`src/rtl/uart_tx_sequencer.sv`:
```
// rtl/uart_tx_sequencer.sv - UART 8N1 transmit sequencer with runtime baud divisor; UART_TX_PARITY_EN adds an even-parity bit
module uart_tx_sequencer #(
    parameter int CLOCKS_PER_SECOND = 100_000_000,
    parameter int BAUD              = 115200
) (
    input  logic        clock,
    input  logic        reset_n,
    input  logic [7:0]  tx_data,
    input  logic        tx_valid,
    output logic        tx_ready,
    input  logic [15:0] cfg_divisor,
    input  logic        cfg_write,
    output logic        tx,
    output logic        busy
);

    localparam int          RESET_DIV_INT = CLOCKS_PER_SECOND / BAUD;
    localparam logic [15:0] RESET_DIV     = (RESET_DIV_INT < 2) ? 16'd2 : RESET_DIV_INT[15:0];

    typedef enum logic [2:0] {
        S_IDLE,
        S_START,
        S_DATA,
`ifdef UART_TX_PARITY_EN
        S_PARITY,
`endif
        S_STOP
    } state_t;

    state_t      state_q, state_d;
    logic [15:0] cnt_q, cnt_d;
    logic [2:0]  idx_q, idx_d;
    logic [7:0]  shift_q, shift_d;
    logic [15:0] div_q, div_d;
    logic [15:0] cfg_div_q, cfg_div_d;
    logic        tx_q, tx_d;
    logic        tx_ready_q, tx_ready_d;
    logic        busy_q, busy_d;
`ifdef UART_TX_PARITY_EN
    logic        par_q, par_d;
`endif
    logic        bit_end;

    // A bit period shorter than two cycles cannot be sequenced, so it is widened.
    function automatic logic [15:0] clamp_div(input logic [15:0] d);
        return (d < 16'd2) ? 16'd2 : d;
    endfunction

    assign bit_end = (cnt_q == div_q - 16'd1);

    always_ff @(posedge clock or negedge reset_n) begin
        if (!reset_n) begin
            state_q    <= S_IDLE;
            cnt_q      <= '0;
            idx_q      <= '0;
            shift_q    <= '0;
            div_q      <= RESET_DIV;
            cfg_div_q  <= RESET_DIV;
            tx_q       <= 1'b1;
            tx_ready_q <= 1'b1;
            busy_q     <= 1'b0;
`ifdef UART_TX_PARITY_EN
            par_q      <= 1'b0;
`endif
        end else begin
            state_q    <= state_d;
            cnt_q      <= cnt_d;
            idx_q      <= idx_d;
            shift_q    <= shift_d;
            div_q      <= div_d;
            cfg_div_q  <= cfg_div_d;
            tx_q       <= tx_d;
            tx_ready_q <= tx_ready_d;
            busy_q     <= busy_d;
`ifdef UART_TX_PARITY_EN
            par_q      <= par_d;
`endif
        end
    end

    always_comb begin
        cfg_div_d = cfg_write ? clamp_div(cfg_divisor) : cfg_div_q;
        state_d   = state_q;
        cnt_d     = cnt_q;
        idx_d     = idx_q;
        shift_d   = shift_q;
        div_d     = div_q;
`ifdef UART_TX_PARITY_EN
        par_d     = par_q;
`endif
        if (state_q != S_IDLE) begin
            cnt_d = bit_end ? 16'd0 : cnt_q + 16'd1;
        end
        unique case (state_q)
            S_IDLE: begin
                if (tx_valid && tx_ready_q) begin
                    state_d = S_START;
                    cnt_d   = '0;
                    idx_d   = '0;
                    shift_d = tx_data;
                    // cfg_div_d already reflects a same-cycle write, giving the bypass.
                    div_d   = cfg_div_d;
`ifdef UART_TX_PARITY_EN
                    par_d   = ^tx_data;
`endif
                end
            end
            S_START: begin
                if (bit_end) state_d = S_DATA;
            end
            S_DATA: begin
                if (bit_end) begin
                    shift_d = {1'b0, shift_q[7:1]};
                    idx_d   = idx_q + 3'd1;
                    if (idx_q == 3'd7) begin
`ifdef UART_TX_PARITY_EN
                        state_d = S_PARITY;
`else
                        state_d = S_STOP;
`endif
                    end
                end
            end
`ifdef UART_TX_PARITY_EN
            S_PARITY: begin
                if (bit_end) state_d = S_STOP;
            end
`endif
            S_STOP: begin
                if (bit_end) state_d = S_IDLE;
            end
            default: state_d = S_IDLE;
        endcase
    end

    // Outputs are decoded from the next state so the registered pins line up with it.
    always_comb begin
        tx_d       = 1'b1;
        tx_ready_d = 1'b0;
        busy_d     = 1'b1;
        unique case (state_d)
            S_IDLE: begin
                tx_ready_d = 1'b1;
                busy_d     = 1'b0;
            end
            S_START:  tx_d = 1'b0;
            S_DATA:   tx_d = shift_d[0];
`ifdef UART_TX_PARITY_EN
            S_PARITY: tx_d = par_d;
`endif
            default:  tx_d = 1'b1;
        endcase
    end

    assign tx       = tx_q;
    assign tx_ready = tx_ready_q;
    assign busy     = busy_q;

endmodule

```
`config.mk`:
```
export PLATFORM = sky130hd
export DESIGN_NAME = uart_tx_sequencer
export DESIGN_NICKNAME = d
export VERILOG_FILES = /design/src/rtl/uart_tx_sequencer.sv
export SDC_FILE = /design/constraint.sdc
export NUM_CORES = 1
export LEC_CHECK = 0
export BUFFER_PORTS_ARGS = -buffer_cell sky130_fd_sc_hd__buf_2
export CORE_UTILIZATION = 55
export CTS_CLUSTER_SIZE = 14
export DETAILED_ROUTE_END_ITERATION = 10
export PLACE_DENSITY = 0.75
export SLEW_MARGIN = 10
export SYNTH_ARGS = -nofsm -noshare
export SYNTH_HDL_FRONTEND = slang
export SYNTH_SLANG_ARGS = --single-unit
```
`constraint.sdc`:
```
create_clock -name clock -period 8.53 [get_ports clock]
set_input_delay 2.559 -clock clock [delete_from_list [all_inputs] [get_ports clock]]
set_output_delay 2.559 -clock clock [all_outputs]
set_load 0.01 [all_outputs]
```
# Yosys cells after proc, flatten, opt, wreduce, memory -nomap -nowiden
# Index checks and enable logic that the tools add are counted.
[word_totals] reg_bits=65 latch_bits=0 ram_bits=0 rom_bits=0 inputBits=28 output_inout_bits=3 elab_cells=51 memories=0
[op_classes] add_sub_neg=3 multipliers=0 div=0 magnitude_cmp=1 eq_ne=9 shift=0 muxes=21 bitwise=0 n_reduce_logical=7
[ops] op="$mux W16" n=6
[ops] op="$mux W3" n=7
[ops] op="$add A16 B1 Y16 const B" n=1
[ops] op="$eq A16 B16 Y1" n=1
[ops] op="$lt A16 B2 Y1 const B" n=1
[ops] op="$mux W8" n=2
[ops] op="$pmux W8 S2" n=1
[ops] op="$sub A16 B1 Y16 const B" n=1
[ops] op="$pmux W3 S4" n=1
[ops] op="$eq A3 B2 Y1 const B" n=3
[ops] op="$eq A3 B1 Y1 const B" n=2
[ops] op="$logic_not A3 Y1" n=2
[ops] op="$pmux W3 S2" n=1
[ops] op="$ne A2 B2 Y1 const B" n=2
[ops] op="$add A3 B1 Y3 const B" n=1
[ops] op="$eq A3 B3 Y1 const B" n=1
[ops] op="$reduce_and A3 Y1" n=1
[ops] op="$reduce_bool A3 Y1" n=1
[ops] op="$mux W1" n=2
[ops] op="$pmux W1 S2" n=1
[ops] op="$reduce_and A2 Y1" n=1
[ops] op="$reduce_bool A2 Y1" n=1
[ops] op="$logic_and A1 B1 Y1" n=1

# Depth between registers and ports, before layout
[depth] depth_word=6 depth_mapped=13 ltp_nobuf=11

# Worst setup path before layout
# No wires, ideal clock.
[synth_path] path_kind="input to register" startpoint="in cfg_write" endpoint="reg div_q[11]" setup_time_ps=125 t_arrival_ps=3767 required_time_ps=8405 path_slack_ps=4638 path_stages=4 path_cell_list="clkbuf_1 clkbuf_1 mux2_2 mux2_2"
[synth_between] elab_chain_len=1
[synth_lines] item="start: declaration" line_no="12" rtl="input logic cfg_write,"
[synth_lines] item="$mux W16" line_no="82" rtl="cfg_div_d = cfg_write ? clamp_div(cfg_divisor) : cfg_div_q;"
[synth_lines] item="net cfg_div_d[11]" line_no="35" rtl="logic [15:0] cfg_div_q, cfg_div_d;"
[synth_lines] item="end signal: assignment" line_no="70" rtl="div_q <= div_d;"
[synth_lines] item="end: declaration" line_no="34" rtl="logic [15:0] div_q, div_d;"
# The timed path passes the listed nets, and every way through them passes these cells.
# A chain may end at the register's enable or synchronous reset.

# Worst setup path after layout
[layout_path] startpoint="reg div_q[0]" endpoint="reg idx_q[2]"
[layout_between] elab_chain_len=4
[layout_lines] item="$sub A16 B1 Y16" line_no="49" rtl="assign bit_end = (cnt_q == div_q - 16'd1);"
[layout_lines] item="$eq A16 B16 Y1" line_no="49"
[layout_lines] item="$ne A2 B2 Y1 (no line)"
[layout_lines] item="$reduce_and A3 Y1 (no line)"
[layout_lines] item="end signal: assignment" line_no="68" rtl="idx_q <= idx_d;"
[layout_lines] item="end: declaration" line_no="32" rtl="logic [2:0] idx_q, idx_d;"
# Every way passes these cells.

==> metrics.csv <==
stage,metric,value,unit
grt,overflow,0,
synth,post-synth-top-count-cell,dfrtp_1,
sta,setup-violations-final,0,
synth,ys_async_sr_fraction,100,%
sta,worst_pin_slew,1.06,ns
grt,grt_max_degree,66,
finish,fin_util,63.9,%
finish,n_antenna_cell,0,
cts,clock-root-buffer,clkbuf_8,
cts,cts_sinks,65,
synth,synth.top_cell.area_share,39.5,%
synth,synth.cell_area,0.00336,mm2
pwr,p_leak,1.66,nW
setup_path,cpPeakStageDelay,0.64,ns
setup_path,critPathArrivalTime,4.07,ns
cts,cts_htree_levels,3,
synth,ys_ff_latch,65,
cts,clock_path_buffers,2,
die,rows,28,
pwr,p_per_area,232,mW/mm2
die,start_util,56.7,%
grt,grt_pass1_vias,2553,
finish,nNetsFinal,381,
synth,yosys_warnings,0,
synth,yosys-top-cells-count,"dfrtp_1 (53), nand2_1 (41), mux2_2 (29)",
setup_path,r2r_setup_slack,4.65,ns
synth,avgSynthCellArea,10.6,um2
flow_run,max_cap_viol_count,0,
finish,drive_above_1_share,26.6,%
cts,cts_resized,0,
cts,cts_setup_buffers,0,
place,dp_hpwl,4.69,mm
synth,synth_edf_count,0,
run_status,outcome,finished clean,
cts,cts_hold_buffers,0,
sta,period_share,45.5,%
route,num_vias,2431,
setup_path,crit_chain,"inv_1, ha_1, nor3b_1, nand4_1, mux2_2, mux2i_1, o22a_1, or4_4, nor2_1, o21ai_0",
synth,synthCells,318,
sta,finalHoldViolCount,0,
route,route.antenna.remaining_nets,0,
cts,clk_latency,0.34,ns
pwr,power.total,877,uW
setup_path,required,8.72,ns
setup_path,crit_fanout,12,
sta,rsz0062_at_grt,false,
finish,nFillCells,489,
grt,antenna_found_initial,0,
route,first_pass_iters,4,
grt,track_usage,23.7,%
synth,synth.area.top_cells,"dfrtp_1 (39%), mux2_2 (9.7%), dfstp_2 (9.4%), xor2_1 (5.7%), nand2_1 (4.6%)",
route,drcViolationCount,0,
sta,maxSlewViolCount,0,
die,core-area,0.00592,mm2
place,post-place-ws,4.37,ns
route,wl_per_cell,15.2,um
synth,synth_nets,350,
grt,grt_pass1_wl,11.4,mm
finish,area.sequential,0.00164,mm2
sta,min_period,3.88,ns
route,drt_iter0_drc,118,
setup_path,startpoint_type,flip-flop,
die,ios,31,
die,dieArea,0.00642,mm2
setup_path,cpMaxStageDelayCell,nor3b_1,
setup_path,crit_type,reg -> reg,
place,place_congestion,0.827,
cts,path_clk_slew,0.07,ns
die,die-width,80.2,um
synth,synth_ff_type,dfrtp_1,
finish,area_growth,12.6,%
sta,fin_worst_skew,0.00857,ns
finish,multi_input_area,0.00164,mm2
cts,cts_tree,built,
die,die_y,80.2,um
setup_path,worstRegToRegCells,10,
synth,synth_cell_types,56,
synth,yosysSeqAreaShare,48.9,%
setup_path,cp-end-kind,flip-flop,
pwr,peakVddDrop,0.116,mV
synth,synth_top_cell_by_area,dfrtp_1,
worst_hold_path,holdPathStages,2,
route,vias_per_cell,5.67,
sta,setup_ws,4.65,ns
sta,relSlewSlack,29.5,%
sta,setup_tns,0,ns
cts,cts_buffers,9,
place,io_buffers,30,
worst_hold_path,hold_path.class,reg -> reg,
route,wl,6.54,mm
sta,fmax,258,MHz
state kept, by name, indices dropped and copies added, names as in the netlist:
register	flops
shift_q	8
busy	1
tx	1
cnt_q	16
state_q	3
idx_q	3
div_q	16
cfg_div_q	16
tx_ready	1
path summary, 6_finish.rpt:
check	start	endpoint
hold reg to reg	shift_q[5]	shift_q[5]
min in group asynchronous	reset_n	cfg_div_q[4]
setup / recovery	div_q[0]	idx_q[2]
setup reg to reg	div_q[0]	idx_q[2]
max in group asynchronous	reset_n	busy
hold / removal	shift_q[5]	shift_q[5]
through the flow:
stage | std cells | hold WS [ns] | area (um2)
floorplan | 318 | 0.446 | 3360
global placement | 413 | 0.463 | 3560
detailed placement | 413 | 0.470 | 3560
CTS | 429 | 0.489 | 3780
global route | 429 | 0.521 | 3780
finish | 429 | 0.481 | 3780
cell usage in the layout, fill, tap and decap left out, types with 4 or more instances in the layout:
master | synthesis | final
nor2_1 | 28 | 27
ha_1 | 4 | 4
nor4_1 | 4 | 4
a22oi_1 | 6 | 6
nand3_1 | 8 | 8
and3_1 | 6 | 6
o21ai_0 | 8 | 8
inv_1 | 8 | 8
clkbuf_8 | 0 | 10
a21oi_1 | 4 | 4
xnor2_1 | 12 | 12
mux2_2 | 29 | 29
nor3_1 | 8 | 8
buf_2 | 2 | 30
xor2_1 | 22 | 22
nand2_1 | 41 | 41
nand4_1 | 7 | 7
dfstp_2 | 12 | 12
dfrtp_1 | 53 | 53
layer usage:
metal  track usage [%]  share of wire (%)  vias to the layer above
li1                  -                  -                     1197
met1              28.9                 45                     1178
met2              39.4                 50                       44
met3              6.36                3.9                       12
met4              10.4                1.4                        0
met5                 0                  0                        -
layout make-up:
class	count	area share [%]
Multi-Input combinational cell	234	43.3
Clock buffer	12	3.84
Tap cell	75	2.48
Inverter	8	0.794
Timing Repair Buffer	31	4.17
Clock inverter	4	2.02
Sequential cell	65	43.4
where the power goes:
part | switching, mW | internal (mW)
clock network | 0.117 | 0.173
logic | 0.0902 | 0.0846
registers | 0.0530 | 0.359
kinds of logic after synthesis:
| group | share of synthesized area (%) |
|---|---|
| compound gates | 8.98 |
| xor+xnor | 8.86 |
| fa+ha+maj | 1.49 |
| buf+inv | 2.42 |
| flops | 48.9 |
| mux | 11.3 |
| other cells | 0.112 |
| simple gates | 18.0 |
worst max-delay path: cells and delay by family, from the launching register on:
kind	cells	cell delay, ns
flops	1	0.47
buf+inv	1	0.11
mux	2	0.37
fa+ha+maj	1	0.21
compound gates	2	0.42
simple gates	4	2.14
Power figures use the tool's default switching activity.
